**config.mk**
```make
export PLATFORM = sky130hd
export DESIGN_NAME = bcd_7seg_scan
export DESIGN_NICKNAME = d
export VERILOG_FILES = /design/src/rtl/bcd_7seg_scan.sv
export SDC_FILE = /design/constraint.sdc
export NUM_CORES = 1
export LEC_CHECK = 0
export ABC_CLOCK_PERIOD_IN_PS = 5200
export BUFFER_PORTS_ARGS = -buffer_cell sky130_fd_sc_hd__buf_2
export CAP_MARGIN = 10
export CORE_UTILIZATION = 45
export DETAILED_ROUTE_END_ITERATION = 8
export MAX_ROUTING_LAYER = met4
export PLACE_DENSITY = 0.61
export SYNTH_ARGS = -nofsm -noshare
export SYNTH_HDL_FRONTEND = slang
export SYNTH_SLANG_ARGS = --single-unit
```
**constraint.sdc**
```tcl
create_clock -name clk -period 5.2 [get_ports clk]
set_input_delay 0.26 -clock clk [delete_from_list [all_inputs] [get_ports clk]]
set_output_delay 0.26 -clock clk [all_outputs]
set_load 0.05 [all_outputs]
```
**src/rtl/bcd_7seg_scan.sv**
```systemverilog
// ---------------------------------------------------------------------------
// bcd_7seg_scan
//   Time-multiplexed driver for a multi-digit 7-segment display. NUM_DIGITS
//   packed BCD digits share one segment bus. Each digit gets its own anode
//   enable and is lit in turn for REFRESH_DIV enabled clocks.
//
//   Data path: bcd_in/dp_in -> hold bank (on load) -> active bank (on frame
//   wrap) -> decode/blank -> registered seg/dp/an. Because the active bank
//   only changes on the wrap cycle, a frame always shows one consistent value.
//
// Ports
//   clk        : single clock, all state on rising edge
//   rst_n      : asynchronous active-low reset
//   enable     : scanning enable; prescaler and digit index freeze when low
//   load       : one-cycle strobe capturing bcd_in / dp_in into the hold bank
//   bcd_in     : packed BCD, digit k at [4k+3:4k], digit 0 least significant
//   dp_in      : decimal point per digit
//   blank_lz   : enables leading-zero blanking
//   seg        : segments {a,b,c,d,e,f,g}, seg[6]=a, polarity SEG_ACTIVE_LOW
//   dp         : decimal point of the lit digit, polarity SEG_ACTIVE_LOW
//   an         : one-hot digit enable, polarity AN_ACTIVE_LOW
//   digit_idx  : digit currently being addressed (scan state)
//   frame_done : one-cycle pulse on the frame-wrap cycle
// ---------------------------------------------------------------------------
module bcd_7seg_scan #(
  parameter int NUM_DIGITS     = 4,
  parameter int REFRESH_DIV    = 1000,
  parameter bit SEG_ACTIVE_LOW = 1'b0,
  parameter bit AN_ACTIVE_LOW  = 1'b1,
  localparam int IDXW = (NUM_DIGITS > 1) ? $clog2(NUM_DIGITS) : 1
) (
  input  logic                    clk,
  input  logic                    rst_n,
  input  logic                    enable,
  input  logic                    load,
  input  logic [4*NUM_DIGITS-1:0] bcd_in,
  input  logic [NUM_DIGITS-1:0]   dp_in,
  input  logic                    blank_lz,
  output logic [6:0]              seg,
  output logic                    dp,
  output logic [NUM_DIGITS-1:0]   an,
  output logic [IDXW-1:0]         digit_idx,
  output logic                    frame_done
);

  localparam int              PW         = (REFRESH_DIV > 1) ? $clog2(REFRESH_DIV) : 1;
  localparam logic [PW-1:0]   PRESC_LAST = PW'(REFRESH_DIV - 1);
  localparam logic [IDXW-1:0] IDX_LAST   = IDXW'(NUM_DIGITS - 1);

  logic [PW-1:0]           r_presc;
  logic [IDXW-1:0]         r_idx;
  logic [4*NUM_DIGITS-1:0] r_hold_bcd;
  logic [NUM_DIGITS-1:0]   r_hold_dp;
  logic [4*NUM_DIGITS-1:0] r_act_bcd;
  logic [NUM_DIGITS-1:0]   r_act_dp;
  logic [6:0]              r_seg;
  logic                    r_dp;
  logic [NUM_DIGITS-1:0]   r_an;

  logic                  w_tc;
  logic                  w_wrap;
  logic [NUM_DIGITS-1:0] w_lead_zero;
  logic [NUM_DIGITS-1:0] w_onehot;
  logic [3:0]            w_code;
  logic                  w_dp_cur;
  logic                  w_blank_cur;

  function automatic logic [6:0] f_decode(input logic [3:0] code);
    case (code)
      4'd0:    f_decode = 7'b1111110;
      4'd1:    f_decode = 7'b0110000;
      4'd2:    f_decode = 7'b1101101;
      4'd3:    f_decode = 7'b1111001;
      4'd4:    f_decode = 7'b0110011;
      4'd5:    f_decode = 7'b1011011;
      4'd6:    f_decode = 7'b1011111;
      4'd7:    f_decode = 7'b1110000;
      4'd8:    f_decode = 7'b1111111;
      4'd9:    f_decode = 7'b1111011;
      default: f_decode = 7'b0000000;
    endcase
  endfunction

  assign w_tc   = enable && (r_presc == PRESC_LAST);
  assign w_wrap = w_tc && (r_idx == IDX_LAST);

  // w_lead_zero[k] is set when digit k and every more-significant digit are
  // code 0. Codes 10..15 break the run because they compare non-zero.
  always_comb begin : lead_zero_scan
    logic v_zero;
    v_zero      = 1'b1;
    w_lead_zero = '0;
    for (int k = NUM_DIGITS - 1; k >= 0; k--) begin
      v_zero         = v_zero && (r_act_bcd[4*k +: 4] == 4'd0);
      w_lead_zero[k] = v_zero;
    end
  end

  // Select the addressed digit from the active bank. Digit 0 is never blanked.
  always_comb begin
    w_code      = 4'd0;
    w_dp_cur    = 1'b0;
    w_blank_cur = 1'b0;
    w_onehot    = '0;
    for (int k = 0; k < NUM_DIGITS; k++) begin
      if (r_idx == IDXW'(k)) begin
        w_onehot[k] = 1'b1;
        w_code      = r_act_bcd[4*k +: 4];
        w_dp_cur    = r_act_dp[k];
        w_blank_cur = blank_lz && (k != 0) && w_lead_zero[k];
      end
    end
  end

  // Refresh prescaler and digit index; both freeze while enable is low.
  always_ff @(posedge clk or negedge rst_n) begin
    if (!rst_n) begin
      r_presc <= '0;
      r_idx   <= '0;
    end else if (enable) begin
      if (w_tc) begin
        r_presc <= '0;
        r_idx   <= (r_idx == IDX_LAST) ? '0 : r_idx + 1'b1;
      end else begin
        r_presc <= r_presc + 1'b1;
      end
    end
  end

  // Hold bank takes every load. Active bank changes only on the wrap cycle;
  // a load landing on that same cycle bypasses the hold bank so it is not lost.
  always_ff @(posedge clk or negedge rst_n) begin
    if (!rst_n) begin
      r_hold_bcd <= '0;
      r_hold_dp  <= '0;
      r_act_bcd  <= '0;
      r_act_dp   <= '0;
    end else begin
      if (load) begin
        r_hold_bcd <= bcd_in;
        r_hold_dp  <= dp_in;
      end
      if (w_wrap) begin
        r_act_bcd <= load ? bcd_in : r_hold_bcd;
        r_act_dp  <= load ? dp_in  : r_hold_dp;
      end
    end
  end

  // Registered, active-high display outputs, all updated on the same edge so
  // anode and segment changes never straddle two digits.
  always_ff @(posedge clk or negedge rst_n) begin
    if (!rst_n) begin
      r_an  <= '0;
      r_seg <= '0;
      r_dp  <= 1'b0;
    end else if (enable) begin
      r_an  <= w_onehot;
      r_seg <= w_blank_cur ? 7'b0000000 : f_decode(w_code);
      r_dp  <= w_dp_cur;
    end else begin
      r_an  <= '0;
      r_seg <= '0;
      r_dp  <= 1'b0;
    end
  end

  // Pin polarity is a constant inversion after the registers, so reset still
  // drives every output to its inactive level without a clock.
  assign an         = AN_ACTIVE_LOW  ? ~r_an  : r_an;
  assign seg        = SEG_ACTIVE_LOW ? ~r_seg : r_seg;
  assign dp         = SEG_ACTIVE_LOW ? ~r_dp  : r_dp;
  assign digit_idx  = r_idx;
  assign frame_done = w_wrap && rst_n;

endmodule

```
# [Word level (Yosys, flattened, before mapping)]
# Memory sizes are Yosys's and may differ from the RTL's.
# Cells that the tools add are included.
# Widths: inputs -> output; s select.
[word_totals] reg_bits=64 latchBits=0 mem_bits_rw=0 romBits=112 input_bits=25 output_inout_bits=15 wordCells=53 mem_count=1
[classes] n_addsub=2 multipliers=0 div=0 n_lt_le_gt_ge=0 n_eq_ne=4 shift=0 muxes=23 n_bitwise=1 n_reduce_logical=13
[mem_list] name="(no name shown)" words=16 width=7 rd=1 rd_clocked_by_memory_dff=0 wr=0 line="69" text="case (code)"
[op_table] operator="$mux 4" count=6
[op_table] operator="$mux 16" count=1
[op_table] operator="$mux 7" count=2
[op_table] operator="$logic_not 4->1" count=3
[op_table] operator="$mux 1" count=12
[op_table] operator="$add 10x1->10 const B" count=1
[op_table] operator="$eq 10x10->1 const B" count=1
[op_table] operator="$mux 10" count=1
[op_table] operator="$logic_and 1x1->1" count=8
[op_table] operator="$eq 2x2->1 const B" count=2
[op_table] operator="$not 4->4" count=1
[op_table] operator="$add 2x1->2 const B" count=1
[op_table] operator="$eq 2x1->1 const B" count=1
[op_table] operator="$logic_not 2->1" count=1
[op_table] operator="$mux 2" count=1
[op_table] operator="$reduce_and 2->1" count=1

# [Depth between registers and ports, before layout]
# Gate-level depths: netlist of run 1.
[depth] ltp_word=9 depth_mapped=9 mapped_depth_nobuf=9

# [Worst setup path after synthesis of run 1]
# OpenSTA, ideal clock, no wires.
[synth_timing] path_type="reg-to-reg" startpoint="reg r_idx[0], in the netlist digit_idx[0]" endpoint="reg r_seg[1], in the netlist seg[1]" setup_time_ns=0.120 arrival_ns=2.432 t_required_ns=5.080 setup_slack_ns=2.648 stages_incl_launch_ff=10 path_buffers=0 period_less_slack_ns=2.552 cell_sequence="dfrtp_1 > inv_1 > ha_1 > nand2b_1 > o22ai_1 > a31oi_1 > inv_1 > ha_1 > nand2b_1 > a31o_2"
[synth_via] elab_chain_cells=8 elab_cells_between_ends=14 cone_classes="eq/ne: 3; mux: 9; reduce/logical: 1; memory: 1"
[synth_lines] element="start: declaration" line="51" text="logic [IDXW-1:0] r_idx;"
[synth_lines] element="start signal: assignment" line="123" text="r_idx <= (r_idx == IDX_LAST) ? '0 : r_idx + 1'b1;"
[synth_lines] element="$logic_not 2->1" line="106" text="if (r_idx == IDXW'(k)) begin"
[synth_lines] element="$mux 4 (4 in series)" line="106"
[synth_lines] element="$mem_v2 16x7"
[synth_lines] element="$mux 7 (*)" line="159" text="r_seg <= w_blank_cur ? 7'b0000000 : f_decode(w_code);"
[synth_lines] element="$mux 7 (*)" line="157" text="end else if (enable) begin"
[synth_lines] element="end signal: assignment" line="159"
[synth_lines] element="end: declaration" line="56" text="logic [6:0] r_seg;"
# Mark *: on every way between the ends. The rest lies on a longest branch, timed or not.
# A chain may end at the register's enable or synchronous reset.

# [Final worst setup path of run 1]
[layout_timing] startpoint="reg r_presc[0]" endpoint="reg r_act_bcd[13]"
[layout_via] elab_chain_cells=3
[layout_lines] element="start: declaration" line="50" text="logic [PW-1:0] r_presc;"
[layout_lines] element="start signal: assignment" line="125" text="r_presc <= r_presc + 1'b1;"
[layout_lines] element="$eq 10x10->1" line="84" text="assign w_tc = enable && (r_presc == PRESC_LAST);"
[layout_lines] element="$logic_and 1x1->1" line="84"
[layout_lines] element="$logic_and 1x1->1" line="85" text="assign w_wrap = w_tc && (r_idx == IDX_LAST);"
[layout_lines] element="end signal: assignment" line="144" text="r_act_bcd <= load ? bcd_in : r_hold_bcd;"
[layout_lines] element="end: declaration" line="54" text="logic [4*NUM_DIGITS-1:0] r_act_bcd;"
# No other way between the ends.

==> results of run 1 <==
## area by class of cell
class                      count  area [sq um]
clock buffer                  13           179
clock inverter                 2          12.5
fill                         539          2710
inverter                      12          45.0
multi-input combinational    141          1180
sequential                    64          1600
tap                           75          93.8
timing repair buffer          40           203
## final timing paths
check / to / cells past startpoint / start / slack, ns
worst min-delay path: r_presc[7]$_DFFE_PN0P_ / 2 / rst_n / 0.09
worst max-delay path: r_act_bcd[13]$_DFFE_PN0P_ / 5 / r_presc[0]$_DFFE_PN0P_ / 2.31
max in group asynchronous: r_act_bcd[13]$_DFFE_PN0P_ / 2 / rst_n / 4.58
worst max register to register: r_act_bcd[13]$_DFFE_PN0P_ / 5 / r_presc[0]$_DFFE_PN0P_ / 2.31
worst min register to register: r_presc[9]$_DFFE_PN0P_ / 1 / r_presc[9]$_DFFE_PN0P_ / 0.49
min in group clk: r_hold_bcd[9]$_DFF_PN0_ / 2 / bcd_in[9] / 0.18
## routing by layer
metal	global-route usage	vias to the layer above
li1	-	888
met1	0.233	866
met2	0.243	33
met3	0.0544	9
met4	0.0737	0
met5	-	-
## Yosys cell counts
library cell | n | area [sq um]
nand2_1 | 10 | 37.5
buf_2 | 2 | 10.0
a21oi_1 | 4 | 20.0
mux2i_1 | 2 | 20.0
o221a_4 | 1 | 20.0
o22ai_1 | 2 | 12.5
a31oi_1 | 2 | 12.5
nor2b_1 | 2 | 12.5
a32o_1 | 1 | 10.0
xnor2_1 | 4 | 35.0
or3_1 | 1 | 6.26
o211a_1 | 1 | 10.0
mux2_2 | 42 | 473
clkbuf_1 | 4 | 15.0
nor4_1 | 2 | 12.5
o211ai_1 | 1 | 7.51
nor3_1 | 2 | 10.0
a31o_2 | 2 | 17.5
and3_1 | 1 | 6.26
nand2b_1 | 3 | 18.8
a21o_1 | 2 | 15.0
xor2_1 | 1 | 8.76
nor4_4 | 1 | 21.3
o21ai_0 | 9 | 45.0
o221ai_1 | 3 | 26.3
dfrtp_1 | 64 | 1600
nor2b_2 | 1 | 8.76
a221o_1 | 3 | 30.0
nand3_1 | 4 | 20.0
nand4_1 | 3 | 18.8
o41ai_1 | 2 | 17.5
nor4_2 | 1 | 12.5
nor2_1 | 12 | 45.0
and2_1 | 4 | 25.0
or2_4 | 1 | 8.76
buf_6 | 1 | 11.3
inv_1 | 12 | 45.0
ha_1 | 10 | 125
a221oi_1 | 1 | 8.76
## power groups by stage
stage	sequential, mW	clock [mW]	combinational [mW]
2_1_floorplan	0.587	0	0.0757
3_3_place_gp	0.584	0	0.119
3_5_place_dp	0.586	0	0.119
4_1_cts	0.576	0.413	0.121
5_1_grt	0.582	0.429	0.136
6_report	0.576	0.398	0.118
## metrics by stage
step,setup WS [ns],cells
global placement,2.35,332
global route,1.98,347
detailed placement,2.25,332
CTS,2.26,347
floorplan,2.65,224
finish,2.31,347
## flip-flops by register name, summed over array words and instances, names as in the netlist
signal,flops
r_act_bcd,16
r_hold_bcd,16
r_presc,10
seg,7
r_act_dp,4
r_an,4
r_hold_dp,4
digit_idx,2
dp,1
## cell families after synthesis
group | after synthesis | share of synthesized area
adders and majority gates | 10 | 0.0437
xor gates and xnor gates | 5 | 0.0153
buffers and inverters | 19 | 0.0284
muxes | 44 | 0.172
and+or+nand+nor | 48 | 0.0923
DFF | 64 | 0.560
AOI/OAI and AO/OA | 34 | 0.0883
==> impl_metrics.py, run 1 <==
metrics = {
    "worst_setup_path": {
        "end_kind": "register",
        "slowest_stage": "nor4_2",
        "critical_path.max_stage_delay_ns": 0.81,
        "path_buf_inv": 0,
        "required_ns": 5.41,
        "crit_type": "reg -> reg",
        "path_max_fanout": 20,
        "critPathLaunchType": "register",
        "critPathArrivalTime_ns": 3.10,
        "cp_top_family": "simple AND/OR/NAND/NOR gates",
        "crit_chain": "ha_1 -> nand3_1 -> nor4_2 -> nand2_1 -> mux2_2",
    },
    "finish": {
        "fin_area_sq_um": 3310,
        "fin_util": 0.550,
        "drive_gt1_frac": 0.382,
        "syn2layout_area_growth_pct": 15.8,
        "final_common_cell": "dfrtp_1",
        "layout_common_cells": "64 x dfrtp_1, 42 x mux2_2, 39 x buf_2, 13 x clkbuf_8",
        "antenna_cells": 0,
        "final_net_count": 303,
    },
    "detailed_routing": {
        "drt_iter0_markers": 69,
        "routed_wl_um": 4840,
        "ant_nets": 0,
        "drc": 0,
        "route.met3.wl_um": 194,
        "wl_met2_um": 2100,
        "met1Wirelength_um": 2460,
        "vias": 1796,
        "wl_per_cell_um": 14.0,
        "routed.top_layer": "met4",
        "viasPerCell": 5.18,
        "first_pass_iters": 4,
    },
    "power_and_ir_drop": {
        "p_total_mw": 1.09,
        "pwr-share-clk": 0.365,
        "ir_drop_uv": 176,
        "p_leak_nw": 1.60,
        "pwr-share-comb": 0.108,
        "p_sw_uw": 273,
        "seqPwrFrac": 0.528,
        "power_density_nw_per_um2": 330,
        "internal_power_uw": 819,
        "p_sw_frac": 0.250,
    },
    "sta": {
        "fin_skew_ns": 0.00869,
        "hold_viol": 0,
        "tns_ns": 0,
        "whs_ns": 0.0884,
        "relSlewSlack": 0.403,
        "rsz0062_at_grt": "false",
        "post-route-period-util": 0.555,
        "maxSlewViolCount": 0,
        "fin_crit_ns": 2.89,
        "worst_slew_pin_slew_ns": 0.888,
        "fmax_ghz": 0.346,
        "setup_viol": 0,
    },
    "global_route": {
        "grt_max_degree": 66,
        "grt-ovfl-total": 0,
        "antenna_found_initial": 0,
        "grt_pass1_vias": 1716,
        "grt_pass1_wl_um": 8210,
        "grt_usage": 0.174,
    },
    "clocking": {
        "cts_resized": 0,
        "clock-root-buffer": "clkbuf_8",
        "clkTransAtPathRegs_ns": 0.06,
        "clockBufferDepth": 2,
        "cts_tree": "yes",
        "cts_buffers": 9,
        "clock_latency_ns": 0.33,
        "cts_max_level": 3,
        "cts.hold.buffers_added": 0,
        "cts_setup_buffers": 0,
        "cts_sinks": 64,
    },
    "synth": {
        "syn_avg_cell_area_sq_um": 12.8,
        "synth_cells": 224,
        "ys_seq_area_frac": 0.560,
        "yosys.cell_types.count": 39,
        "ys_warn_count": 0,
        "synth-seq-cells": 64,
        "syn_area_sq_um": 2860,
        "synth_fp_nets": 259,
    },
    "placement": {
        "gp_congestion": 0.770,
        "dpl_cell_area_sq_um": 3120,
        "portBuffers": 39,
        "hpwl_um": 3400,
    },
    "floorplan": {
        "die_x_um": 81.7,
        "coreArea_sq_um": 6030,
        "dieArea_sq_um": 6680,
        "die_h_um": 81.7,
        "io-pin-count": 40,
        "start_util": 0.475,
        "rows": 28,
    },
    "outcome": {
        "status": "finished clean",
    },
    "min_path": {
        "worstHoldPathType": "in -> async",
    },
    "run": {
        "cap_violations": 0,
    },
}
No activity file was read; power rests on OpenSTA's default activity.
==> run 2, diff against run 1 <==
ABC_AREA = 1   (was not set)
ABC_CLOCK_PERIOD_IN_PS = 3000   (was 5200)
clock period = 3 ns   (was 5.2 ns; I/O delays follow)
==> run 2 against run 1 <==
  * Setup slack got worse by 1.5 ns
  * Highest routed layer unchanged
  * Maximum frequency increased by 31%
  * Sequential power increased by 72%
  * The flow now finishes with violations (DRC)
  * Register-to-register slack got worse by 1.5 ns
  * Sequential share of layout area decreased by 2.5 points
==> impl_metrics.py, run 2 <==
metrics = {
    "global_route": {
        "grt_max_degree": 44,
        "grt-ovfl-total": 0,
        "grt_pass1_wl_um": 9940,
        "grt_pass1_vias": 2261,
        "grt_usage": 0.184,
        "antenna_found_initial": 0,
    },
    "detailed_routing": {
        "viasPerCell": 4.67,
        "routed_wl_um": 5330,
        "first_pass_iters": 8,
        "ant_nets": 0,
        "drt_iter0_markers": 81,
        "wl_per_cell_um": 11.5,
        "vias": 2159,
        "drc": 2,
    },
    "synth": {
        "synth_top_area_share": 0.524,
        "syn_area_sq_um": 3050,
        "yosys.cell_types.count": 31,
        "ys_warn_count": 0,
        "synth_ff_type": "dfrtp_1",
        "synth-seq-cells": 64,
        "yosysTopAreaCell": "dfrtp_1",
        "synth-edff-count": 0,
        "syn_avg_cell_area_sq_um": 9.06,
        "synth_async_sr_flop_share": 1.00,
        "synth_common_cells": "106 x nand2_1, 64 x dfrtp_1, 39 x inv_1, 35 x nor2_1, 20 x mux2_2",
        "synth_area_leaders": "dfrtp_1 52%, nand2_1 13%, mux2_2 7.4%, inv_1 4.8%, nor2_1 4.3%",
        "synth_cells": 337,
        "ys_seq_area_frac": 0.524,
        "synth_fp_nets": 372,
        "yosysMostFrequentCell": "nand2_1",
    },
    "sta": {
        "relSlewSlack": 0.646,
        "setup_viol": 0,
        "fin_crit_ns": 2.20,
        "rsz0062_at_grt": "false",
        "maxSlewViolCount": 0,
        "fmax_ghz": 0.454,
        "post-route-period-util": 0.735,
        "tns_ns": 0,
        "hold_viol": 0,
        "worst_slew_pin_slew_ns": 0.532,
        "fin_skew_ns": 0.00726,
    },
    "clocking": {
        "cts_setup_buffers": 0,
        "cts_max_level": 3,
        "clock-root-buffer": "clkbuf_8",
        "clkTransAtPathRegs_ns": 0.07,
        "clockBufferDepth": 2,
        "cts_sinks": 64,
        "clock_latency_ns": 0.34,
        "cts_tree": "yes",
        "cts_buffers": 9,
    },
    "finish": {
        "layout_common_cells": "106 x nand2_1, 64 x dfrtp_1, 39 x inv_1, 39 x buf_2, 35 x nor2_1",
        "fin_util": 0.541,
        "antenna_cells": 0,
        "drive_gt1_frac": 0.239,
        "final_common_cell": "nand2_1",
        "final_net_count": 415,
        "top_regs": "r_act_bcd x16, r_hold_bcd x16, r_presc x10",
        "fillers": 619,
        "register_area_sq_um": 1600,
        "syn2layout_area_growth_pct": 14.5,
        "multiInputGateArea_sq_um": 1220,
    },
    "floorplan": {
        "die_h_um": 84.4,
        "rows": 29,
        "start_util": 0.473,
        "die_x_um": 84.4,
        "dieArea_sq_um": 7120,
        "coreArea_sq_um": 6460,
        "io-pin-count": 40,
    },
    "power_and_ir_drop": {
        "internal_power_mw": 1.46,
        "ir_drop_uv": 309,
        "pwr-share-clk": 0.376,
        "p_leak_nw": 1.93,
        "p_sw_uw": 538,
        "power_density_nw_per_um2": 571,
        "seqPwrFrac": 0.496,
        "p_sw_frac": 0.269,
        "pwr-share-comb": 0.128,
    },
    "worst_setup_path": {
        "cp_top_family": "compound AO/OA/AOI/OAI gates",
        "critPathLaunchType": "register",
        "crit_path_frequent_cell": "nor2_1",
        "critical_path.max_stage_delay_ns": 0.43,
        "required_ns": 3.27,
        "slowest_stage": "dfrtp_1",
        "path_buf_inv": 3,
        "crit_chain": "inv_1 -> ha_1 -> inv_2 -> nor2_1 -> nor2_1 -> a21boi_1 -> inv_1 -> ha_1 -> o21ai_1 -> nor2_1 -> nor2_1",
        "path_max_fanout": 7,
        "crit_type": "reg -> reg",
        "end_kind": "register",
        "critPathArrivalTime_ns": 2.47,
    },
    "min_path": {
        "worstHoldPathType": "in -> reg",
    },
    "placement": {
        "hpwl_um": 3840,
        "gp_congestion": 0.807,
        "portBuffers": 39,
    },
    "outcome": {
        "status": "finished with violations",
        "violations": "DRC",
    },
    "run": {
        "cap_violations": 0,
    },
}
## run 2: changes by cell type in the layout (fill, tap and decap cells not counted), sizes merged, moves of 4 or more
cell   delta
mux2     -22
inv      +28
a21oi     +6
xnor2     -4
nand3     +8
nand2   +100
nor2     +26
and2      -4
## run 2: logic make-up after synthesis
family          after synthesis  share of synthesized area
buf+inv                      50                     0.0746
mux                          20                     0.0737
simple gates                170                      0.241
flops                        64                      0.524
xor+xnor                      1                    0.00287
compound gates               22                     0.0422
fa+ha+maj                    10                     0.0410
## run 2: repair_timing
action                     in CTS  in global routing
setup endpoints to repair       0                  0
resized for setup               0                  0
hold buffers                    1                  0
hold endpoints to repair       21                  0
## run 2: power groups by stage
stage / Combinational [mW] / Sequential [mW] / Clock, mW
after floorplan: 0.168 / 1.02 / 0
after global placement: 0.255 / 1.00 / 0
after detailed placement: 0.258 / 1.01 / 0
after CTS: 0.260 / 0.991 / 0.775
after global routing: 0.296 / 0.998 / 0.800
final: 0.256 / 0.990 / 0.752
## run 2: layout make-up
| class | count | area share |
|---|---|---|
| flip-flops and latches | 64 | 0.458 |
| multi-input cells | 223 | 0.350 |
| repair buffers | 41 | 0.0608 |
| inverters | 41 | 0.0444 |
| clock buffers | 11 | 0.0433 |
| well taps | 77 | 0.0275 |
| clock inverters | 5 | 0.0157 |
## run 2: worst register-to-register path, delay by kind of cell (launching register included)
kind / cells / cell delay [ns]
AOI/OAI and AO/OA: 2 / 0.54
adders and majority gates: 2 / 0.50
DFF: 1 / 0.43
buffers and inverters: 3 / 0.34
and+or+nand+nor: 4 / 0.32
## run 2: layer usage
| layer | GRT usage | routed length, um | up-vias |
|---|---|---|---|
| met5 | - | 0 | - |
| li1 | - | - | 1134 |
| met1 | 0.228 | 2710 | 974 |
| met4 | 0.0971 | 120 | 0 |
| met2 | 0.284 | 2320 | 40 |
| met3 | 0.0403 | 176 | 11 |
## run 2: path summary, 6_finish.rpt
check                                         start                        end  slack [ns]  depth (start not counted)
max                        digit_idx[0]$_DFFE_PN0P_           seg[6]$_DFF_PN0_        0.80                         11
min                                       bcd_in[4]    r_hold_bcd[4]$_DFF_PN0_        0.05                          2
max reg2reg                digit_idx[0]$_DFFE_PN0P_           seg[6]$_DFF_PN0_        0.80                         11
min reg2reg                 r_act_dp[1]$_DFFE_PN0P_    r_act_dp[1]$_DFFE_PN0P_        0.48                          2
max in group asynchronous                     rst_n  r_act_bcd[15]$_DFFE_PN0P_        1.78                          3
min in group asynchronous                     rst_n     r_presc[9]$_DFFE_PN0P_        0.30                          2
## run 2: per-stage QoR
stage	cells	area [sq um]	setup WS (ns)	total power, mW	hold slack, ns
after floorplan	337	3050	0.791	1.19	-0.146
after global placement	445	3280	0.916	1.26	0.136
after detailed placement	445	3280	0.832	1.27	0.144
after CTS	462	3500	0.798	2.03	0.0382
after global routing	462	3500	0.482	2.10	0.0505
final	462	3500	0.796	2.00	0.0544
==> run 3, diff against run 2 <==
ABC_CLOCK_PERIOD_IN_PS = 1800   (was 3000)
PLACE_DENSITY = 0.63   (was 0.61)
clock period = 1.8 ns   (was 3 ns; I/O delays follow)
==> run 3 against run 2 <==
  * The run ends with DRC, hold timing, setup timing left
  * Worst hold slack got worse by 0.091 ns
  * Register-to-register slack worse by 0.85 ns
  * Combinational power rose by 98%
  * Critical endpoint is now seg[4]$_DFF_PN0_
  * Die area stayed put
  * Non-clock buffer count increased by 35
  * Clock-buffer cell count did not move
  * Utilization grew 9.3 points
  * Routed wire length is 20% higher
  * Clock power grew 100%
  * Setup slack worse by 0.85 ns
  * Highest routed layer unchanged
  * Final cell count increased by 7.6%
  * Sequential power up 68%
==> impl_metrics.py, run 3 (synthesis results as in run 2) <==
metrics = {
    "outcome": {
        "status": "finished with violations",
        "violations": "DRC, hold timing, setup timing",
    },
    "finish": {
        "drive_gt1_frac": 0.386,
        "fin_util": 0.634,
        "layout_common_cells": "94 x nand2_1, 61 x dfrtp_1, 38 x buf_2, 28 x inv_1, 25 x nor2_1",
        "fin_cells": 497,
        "final_common_cell": "nand2_1",
        "antenna_cells": 0,
        "syn2layout_area_growth_pct": 34.1,
        "final_net_count": 450,
        "top_regs": "r_act_bcd x16, r_hold_bcd x16, r_presc x10",
    },
    "global_route": {
        "antenna_found_initial": 0,
        "grt_pass1_vias": 2422,
        "grt-ovfl-total": 0,
        "grt_max_degree": 65,
        "grt_pass1_wl_um": 10800,
        "grt_usage": 0.201,
    },
    "power_and_ir_drop": {
        "ir_drop_uv": 623,
        "p_leak_nw": 2.12,
        "power_density_nw_per_um2": 906,
    },
    "worst_setup_path": {
        "slowest_stage": "dfrtp_2",
        "end_kind": "register",
        "path_max_fanout": 8,
        "crit_chain": "inv_4 -> ha_4 -> nor2_4 -> nand2_1 -> nand2_2 -> a21boi_4 -> buf_6 -> ha_4 -> inv_2 -> nor3_1 -> nor2_1",
        "reg2reg_slack_ns": -0.05,
        "reg2regPathDepth": 11,
        "reg2reg_to": "seg[4]$_DFF_PN0_",
        "crit_path_frequent_cell": "ha_4",
        "critPathLaunchType": "register",
        "critical_path.max_stage_delay_ns": 0.46,
        "r2r-start": "digit_idx[1]$_DFFE_PN0P_",
        "critPathArrivalTime_ns": 2.07,
        "crit_type": "reg -> reg",
        "required_ns": 2.02,
    },
    "sta": {
        "worst_slew_pin_slew_ns": 0.819,
        "whs_ns": -0.0364,
        "fin_crit_ns": 1.85,
        "rsz0062_at_grt": "true",
        "fin_skew_ns": 0.00664,
        "relSlewSlack": 0.454,
        "fmax_ghz": 0.540,
        "tns_ns": -0.0520,
        "hold_viol": 24,
        "post-route-period-util": 1.03,
        "maxSlewViolCount": 0,
        "setup_viol": 1,
        "worst_slack_ns": -0.0520,
    },
    "clocking": {
        "cts_tree": "yes",
        "cts_buffers": 9,
        "clkTransAtPathRegs_ns": 0.07,
        "clock-root-buffer": "clkbuf_8",
        "clock_latency_ns": 0.34,
        "cts_sinks": 64,
        "cts_max_level": 3,
        "clockBufferDepth": 2,
    },
    "detailed_routing": {
        "viasPerCell": 4.74,
        "first_pass_iters": 8,
        "wl_per_cell_um": 12.9,
        "routed_wl_um": 6410,
        "drt_iter0_markers": 96,
        "ant_nets": 0,
        "drc": 3,
        "vias": 2355,
    },
    "floorplan": {
        "rows": 29,
        "io-pin-count": 40,
        "dieArea_sq_um": 7120,
        "die_h_um": 84.4,
        "die_x_um": 84.4,
        "start_util": 0.473,
        "coreArea_sq_um": 6460,
    },
    "min_path": {
        "worstHoldPathType": "in -> async",
    },
    "placement": {
        "dp.cells": 455,
        "portBuffers": 39,
        "gp_congestion": 0.857,
        "hpwl_um": 4100,
    },
    "run": {
        "cap_violations": 0,
    },
}
run 3: metrics by stage:
stage	worst slack [ns]	instance area, sq um	total power, mW
6_report	-0.0520	4100	3.71
3_3_place_gp	-0.0228	3400	2.11
3_5_place_dp	-0.130	3400	2.12
5_1_grt	-0.0896	4100	3.87
2_1_floorplan	-0.0831	3080	1.98
4_1_cts	0.00283	3920	3.70
run 3: how the worst max path moves through the flow:
stage                                        start               end  slack, ns
after floorplan           digit_idx[1]$_DFFE_PN0P_  seg[3]$_DFF_PN0_      -0.08
after global placement    digit_idx[1]$_DFFE_PN0P_  seg[3]$_DFF_PN0_      -0.02
after detailed placement  digit_idx[1]$_DFFE_PN0P_  seg[6]$_DFF_PN0_      -0.13
after CTS                 digit_idx[0]$_DFFE_PN0P_  seg[1]$_DFF_PN0_      0.003
after global routing      digit_idx[0]$_DFFE_PN0P_  seg[4]$_DFF_PN0_      -0.09
final                     digit_idx[1]$_DFFE_PN0P_  seg[4]$_DFF_PN0_      -0.05
run 3: power breakdown:
group / internal (mW) / switching (mW)
clock network: 0.993 / 0.551
registers: 1.57 / 0.0932
logic: 0.214 / 0.294
run 3: critical path, delay by kind of cell, from the launching register on:
family	cells	cell delay, ns
compound gates	1	0.22
fa+ha+maj	2	0.33
buf+inv	3	0.28
flops	1	0.46
simple gates	5	0.44
run 3: final cells by class:
cell class                      count  area (sq um)
Fill cell                         548          2360
Clock buffer                       11           151
Inverter                           41           164
Tap cell                           77          96.3
Multi-Input combinational cell    223          1420
Sequential cell                    64          1610
Timing Repair Buffer               76           552
Clock inverter                      5           103
run 3: routing by layer:
layer	global-route usage	share of wire	routed length (um)	up-vias
li1	-	-	-	1203
met1	0.244	0.48	3100	1103
met2	0.320	0.46	2980	37
met3	0.0423	0.027	171	12
met4	0.0986	0.024	151	0
met5	-	0	0	-
run 3: repair_timing:
| item | 4_1_cts | 5_1_grt |
|---|---|---|
| pin swaps | 7 | 21 |
| hold buffers | 16 | 0 |
| setup buffers | 2 | 8 |
| gates resized for setup | 21 | 39 |
| hold endpoints to repair | 16 | 0 |
| endpoints found under the setup margin | 8 | 8 |
